### src/rtl/flag_register.sv
// Purpose: CPU status flags {C,N,Z} with conditional-branch decision and interrupt flag-save stack.
// Latency: flags/pointer/err update one clock after inputs are sampled; br_taken is combinational from registered flags.
// Backpressure: none; save when full / restore when empty / both together are dropped and raise sticky err.
module flag_register #(
  parameter int SAVE_DEPTH = 2
) (
  input  logic       clk,
  input  logic       rst_n,
  input  logic       alu_carry,
  input  logic       alu_zero,
  input  logic       alu_neg,
  input  logic [2:0] flag_we,
  input  logic       setc,
  input  logic       clrc,
  input  logic       br_valid,
  input  logic [1:0] br_type,
  input  logic       save,
  input  logic       restore,
  output logic [2:0] flags,
  output logic       br_taken,
  output logic       stack_full,
  output logic       stack_empty,
  output logic       err
);

  localparam int PW = $clog2(SAVE_DEPTH + 1);

  // Bit positions inside flags / flag_we
  localparam int FC = 2;
  localparam int FN = 1;
  localparam int FZ = 0;

  logic [PW-1:0] ptr;
  logic [2:0]    stack [SAVE_DEPTH];
  logic [2:0]    top;
  logic [2:0]    flags_nxt;
  logic          push;
  logic          pop;
  logic          stack_err;

  assign stack_full  = (ptr == PW'(SAVE_DEPTH));
  assign stack_empty = (ptr == '0);

  // Branch decision from the registered flags only
  always_comb begin
    br_taken = 1'b0;
    case (br_type)
      2'b01:   br_taken = br_valid & flags[FZ];
      2'b10:   br_taken = br_valid & flags[FN];
      2'b11:   br_taken = br_valid & flags[FC];
      default: br_taken = 1'b0;
    endcase
  end

  // Stack operation qualification and top-of-stack read
  always_comb begin
    push      = save & ~restore & ~stack_full;
    pop       = restore & ~save & ~stack_empty;
    stack_err = (save & restore)
              | (save & ~restore & stack_full)
              | (restore & ~save & stack_empty);
    top = '0;
    for (int i = 0; i < SAVE_DEPTH; i++) begin
      if (ptr == PW'(i + 1)) top = stack[i];
    end
  end

  // Per-flag next value: pop > ALU write > setc > clrc > branch clear > hold
  always_comb begin
    flags_nxt = flags;

    if (pop)                              flags_nxt[FC] = top[FC];
    else if (flag_we[FC])                 flags_nxt[FC] = alu_carry;
    else if (setc)                        flags_nxt[FC] = 1'b1;
    else if (clrc)                        flags_nxt[FC] = 1'b0;
    else if (br_taken && br_type == 2'b11) flags_nxt[FC] = 1'b0;

    if (pop)                              flags_nxt[FN] = top[FN];
    else if (flag_we[FN])                 flags_nxt[FN] = alu_neg;
    else if (br_taken && br_type == 2'b10) flags_nxt[FN] = 1'b0;

    if (pop)                              flags_nxt[FZ] = top[FZ];
    else if (flag_we[FZ])                 flags_nxt[FZ] = alu_zero;
    else if (br_taken && br_type == 2'b01) flags_nxt[FZ] = 1'b0;
  end

  // State register: flags, stack pointer, stack entries, sticky error
  always_ff @(posedge clk) begin
    if (!rst_n) begin
      flags <= '0;
      ptr   <= '0;
      err   <= 1'b0;
      for (int i = 0; i < SAVE_DEPTH; i++) stack[i] <= '0;
    end else begin
      flags <= flags_nxt;
      err   <= err | stack_err;
      // Push stores the pre-update flags
      for (int i = 0; i < SAVE_DEPTH; i++) begin
        if (push && ptr == PW'(i)) stack[i] <= flags;
      end
      if (push)     ptr <= ptr + PW'(1);
      else if (pop) ptr <= ptr - PW'(1);
    end
  end

endmodule

### config.mk
export PLATFORM = sky130hd
export DESIGN_NAME = flag_register
export DESIGN_NICKNAME = d
export VERILOG_FILES = /design/src/rtl/flag_register.sv
export SDC_FILE = /design/constraint.sdc
export NUM_CORES = 1
export LEC_CHECK = 0
export BUFFER_PORTS_ARGS = -buffer_cell sky130_fd_sc_hd__buf_2
export CORE_MARGIN = 2
export CORE_UTILIZATION = 30
export CTS_CLUSTER_DIAMETER = 60
export CTS_CLUSTER_SIZE = 20
export DETAILED_ROUTE_END_ITERATION = 12
export SLEW_MARGIN = 20
export SYNTH_ARGS = -nofsm -noshare
export SYNTH_HDL_FRONTEND = slang
export SYNTH_SLANG_ARGS = --single-unit
### constraint.sdc
create_clock -name clk -period 2.15 [get_ports clk]
set_input_delay 0.43 -clock clk [delete_from_list [all_inputs] [get_ports clk]]
set_output_delay 0.43 -clock clk [all_outputs]
set_load 0.005 [all_outputs]
; Word level (Yosys, flattened, before mapping)
; Memories as Yosys holds them, arrays and structs flattened.
; Index checks and enable logic that the tools add are counted.
; Widths: inputs -> output; s select.
[word_totals]
register_bits = 6
memories = 1
in_bits = 15
ram_bits = 6
elab_cells = 67
[mem_list]
columns = memory, words, width, read_ports, rd_ports_with_merged_regs, write_ports, line_no
row1 = stack, 2, 3, 2, 0, 2, 34  ; logic [2:0] stack [SAVE_DEPTH];
[op_classes]
n_mux = 25
bitwise = 19
add_sub_neg = 2
n_reduce_logical = 10
n_eq_ne = 5
[op_table]
columns = operator, count
row1 = $mux 1, 18
row2 = $mux 3, 4
row3 = $and 1x1->1, 10
row4 = $eq 2x2->1 const B, 3
row5 = $reduce_bool 3->1, 2
row6 = $logic_and 1x1->1, 5
row7 = $or 1x1->1, 5
row8 = $reduce_bool 5->1, 1
row9 = $eq 2x1->1 const B, 2
row10 = $mux 2, 2
row11 = $not 1->1, 4
row12 = $pmux 1 s3, 1
row13 = $add 2x1->2 const B, 1
row14 = $logic_not 2->1, 1
row15 = $reduce_bool 2->1, 1
row16 = $sub 2x1->2 const B, 1

; Depth between registers and ports, before layout
[logic_depth]
depth_word = 8
ltp_mapped = 7

; Worst setup path after synthesis
; No wires, ideal clock.
[synth_timing]
kind = register to register
start = reg ptr[1]
end = reg flags[2]
arrival_time_ps = 1545
period_less_slack_ps = 1660
path_stages_with_launch = 8
path_slack_ps = 490
t_required_ps = 2034
path_buffers = 1
path_cell_list = dfxtp_1 > inv_1 > ha_1 > nand2b_4 > or2_1 > clkbuf_2 > a221o_1 > and3_1
[synth_via]
elab_chain_cells = 4
[synth_lines]
columns = item, line_no
row1 = from (decl), 33  ; logic [PW-1:0] ptr;
row2 = from (signal assigned), 101  ; if (push) ptr <= ptr + PW'(1);
row3 = from (signal assigned), 102  ; else if (pop) ptr <= ptr - PW'(1);
row4 = $logic_not 2->1 (*), 42  ; assign stack_empty = (ptr == '0);
row5 = net stack_empty, 22  ; output logic stack_empty,
row6 = $not 1->1 (*), 58  ; pop = restore & ~save & ~stack_empty;
row7 = $and 1x1->1 (*), 58
row8 = $reduce_bool 5->1 (no source line) / $mux 1 (equally long branches), n/a
row9 = to (signal assigned), 95  ; flags <= flags_nxt;
row10 = to (decl), 19  ; output logic [2:0] flags,
; Mark *: on every way through the listed nets, which the timed path passes. The rest lies on a longest branch.
; A chain may end at the register's enable or synchronous reset.

==> qor.log <==
INFO  sta            rsz_0062_raised_after_global_routing=false
INFO  pwr            power.density_cell_area=673.6nW/µm²
INFO  die            dieHeight=50.93µm
INFO  logic_synthesis ys_seq_elements=12
INFO  die            die-width=50.93µm
INFO  placed_design  detailed_place_hpwl=1193µm
INFO  sta            worst_clock_skew=0.004855ns
INFO  routing        drt_pre_antenna_iters=4
INFO  placed_design  post-place-cells=112
INFO  worst_setup_path path_max_fanout=7
INFO  routing        route.vias.total=571
INFO  run            cap_viol_max_count=0
INFO  clock_network  clk_transition_reported_paths=0.07ns
INFO  finish         synthToLayoutAreaGrowth=25.00%
INFO  clock_network  total_clock_buffers_created_by_cts=3
INFO  sta            setup_tns=0ns
INFO  routing        drt_iter0_markers=7
INFO  global_routing grt_first_pass_wirelength=2263µm
INFO  sta            fmaxAchievable=531.3MHz
INFO  worst_setup_path worst_setup_path_end_kind=flip-flop
INFO  routing        drc=0
INFO  run_status     outcome=finished, final reports clean
INFO  placed_design  port-buffer-count=21
INFO  routing        detail-route-antenna-nets=0
INFO  sta            fin_max_slew_vios=0
INFO  global_routing first_global_vias=524
INFO  clock_network  cts_sinks=12
INFO  finish         layout.cells.non_filler=116
INFO  sta            layout_min_cycle_time=1.882ns
INFO  logic_synthesis netlist-cell-type-count=28
INFO  logic_synthesis synthesis.nets=84
INFO  worst_setup_path critical_path_required=2.08ns
INFO  finish         antenna_cells=0
INFO  die            ios=22
INFO  clock_network  clock_tree_from_tritoncts=yes
INFO  global_routing grt.overflow.total=0
INFO  routing        wirelength=1470µm
INFO  sta            hold_ws=0.4543ns
INFO  worst_setup_path worstPathBufferInverterCount=1
INFO  routing        post_drt_wl_per_cell=12.67µm
INFO  sta            relSlewSlack=71.70%
INFO  finish         final.fill_count=209
INFO  finish         finalNetCount=108
INFO  logic_synthesis synth-seq-area-share=45.45%
INFO  logic_synthesis synth_area=660.6µm²
INFO  min_path       min_path_type=in2reg
INFO  logic_synthesis yosys_warnings=0
INFO  logic_synthesis syn-instance-count=66
INFO  sta            slew_at_the_pin_with_the_worst_max_slew_slack=0.4201ns
INFO  worst_setup_path critical_path.startpoint_type=flip-flop
INFO  logic_synthesis post_synth.cell_area_avg=10.01µm²
INFO  clock_network  cts.htree.levels=1
INFO  global_routing groute.usage.overall=12.18%
INFO  routing        vias_per_cell=4.922
INFO  sta            final_hold_viol_count=0
INFO  clock_network  holdBufCountCts=0
INFO  global_routing antenna_found_initial=0
INFO  die            floorplan.die_area=2593µm²
INFO  worst_setup_path worst-endpoint-arrival=1.81ns
INFO  worst_setup_path worstPathCellList=inv_1, ha_1, nor2_1, nand2_1, o21ai_0
INFO  worst_setup_path timing.critical_path.slowest_cell_delay=0.38ns
INFO  clock_network  root_buffer=clkbuf_4
INFO  clock_network  clkLatencyLatePin=0.27ns
INFO  worst_setup_path critical-path-slowest-cell=o21ai_0
INFO  die            core-area=2022µm²
INFO  clock_network  postCtsSetupRepairBufs=0
INFO  pwr            peakVddDrop=448.7µV
INFO  die            row_count=16
INFO  sta            setup_viol_count_final=0
INFO  worst_setup_path critical-path-top-delay-family=simple AND/OR/NAND/NOR gates
INFO  clock_network  clock_tree.buffer_depth=2
INFO  worst_setup_path path_class=reg2reg
INFO  die            initial_utilization=32.67%
INFO  finish         layout_cell_share_with_drive_strength_beyond_1=30.34%
INFO  placed_design  gpl_congestion=0.7383
INFO  global_routing grt_max_degree=10
INFO  clock_network  cts_repair_resize_count=0
INFO  pwr            leakagePower=0.3673nW
INFO  sta            final_critical_path_share_of_the_clock_period=87.54%
[routing by layer]
metal,global-route usage [%],vias to the layer above,share of wire [%]
li1,-,292,-
met1,14.39,260,48
met2,18.83,17,45
met3,4.678,2,5.5
met4,6.757,0,1.8
met5,0,-,0
[Yosys cell counts, drive strengths merged]
cell type / count / area share [%]
a211oi: 1 / 1.1
a21oi: 4 / 3.0
a221o: 1 / 1.5
a221oi: 4 / 5.3
a22oi: 1 / 1.1
and2: 3 / 2.8
and3: 1 / 0.95
and3b: 1 / 1.3
buf: 1 / 0.76
clkbuf: 1 / 0.76
dfxtp: 6 / 18
edfxtp: 6 / 27
ha: 3 / 5.7
inv: 3 / 1.7
mux2: 1 / 1.7
mux2i: 1 / 1.5
nand2: 2 / 1.1
nand2b: 2 / 3.0
nand3: 5 / 3.8
nand3b: 1 / 1.1
nor2: 5 / 2.8
nor2b: 4 / 3.8
nor3b: 2 / 2.3
o2111a: 1 / 1.7
o21a: 2 / 2.3
o21ai: 3 / 2.3
or2: 1 / 0.95
[cell usage in the layout (no fill, tap or decap), types with 2 or more instances in the layout]
cell type	synthesis	layout
a21oi_1	4	4
a221oi_1	4	4
and2_1	3	3
buf_2	1	21
clkbuf_4	0	3
dfxtp_1	6	6
edfxtp_1	6	6
ha_1	3	3
inv_1	3	3
nand2_1	2	2
nand3_1	5	5
nor2_1	5	5
nor2b_1	4	4
nor3b_1	2	2
o21a_1	2	2
o21ai_0	3	3
[final timing paths]
kind / startpoint / to / slack (ns) / cells past startpoint
max: ptr[0] / stack[0][2] / 0.27 / 5
min: rst_n / err / 0.45 / 2
max reg2reg: ptr[0] / stack[0][2] / 0.27 / 5
min reg2reg: err / err / 0.47 / 1
[stage by stage]
stage	utilization, %	worst slack, ns	power (mW)	instance area [µm²]
2_1_floorplan	-	0.4896	0.3413	660.6
3_3_place_gp	39.05	0.2643	0.3840	789.5
3_5_place_dp	39.05	0.3015	0.3863	789.5
4_1_cts	40.84	0.2948	0.5617	825.8
5_1_grt	40.84	0.08806	0.5865	825.8
6_report	40.84	0.2678	0.5563	825.8
[where the power goes]
part | internal [mW] | total (mW) | switching [mW]
Sequential | 0.259 | 0.271 | 0.0122
Combinational | 0.0530 | 0.110 | 0.0568
Clock | 0.103 | 0.175 | 0.0723
[logic make-up (layout without fill, tap and decap cells)]
| logic type | count (synthesis) | in the layout | synth area share, % |
|---|---|---|---|
| multiplexers | 2 | 2 | 3.220 |
| buffers and inverters | 5 | 28 | 3.218 |
| adder cells (fa/ha/maj) | 3 | 3 | 5.682 |
| AO/OA/AOI/OAI | 17 | 17 | 18.37 |
| flip-flops | 12 | 12 | 45.45 |
| AND/OR/NAND/NOR | 27 | 27 | 24.05 |
[state kept, by name, summed over array words and instances, names as in the netlist]
signal / flops
flags: 3
ptr: 2
err: 1
stack: 6
[layout make-up]
| class | instances | area (µm²) | area share (%) |
|---|---|---|---|
| flip-flops and latches | 12 | 300.3 | 36.36 |
| clock buffers | 4 | 36.28 | 4.394 |
| repair buffers | 21 | 105.1 | 12.73 |
| multi-input cells | 49 | 339.1 | 41.06 |
| well taps | 27 | 33.78 | 4.091 |
| inverters | 3 | 11.26 | 1.364 |
(Power assumes the default switching activity.)
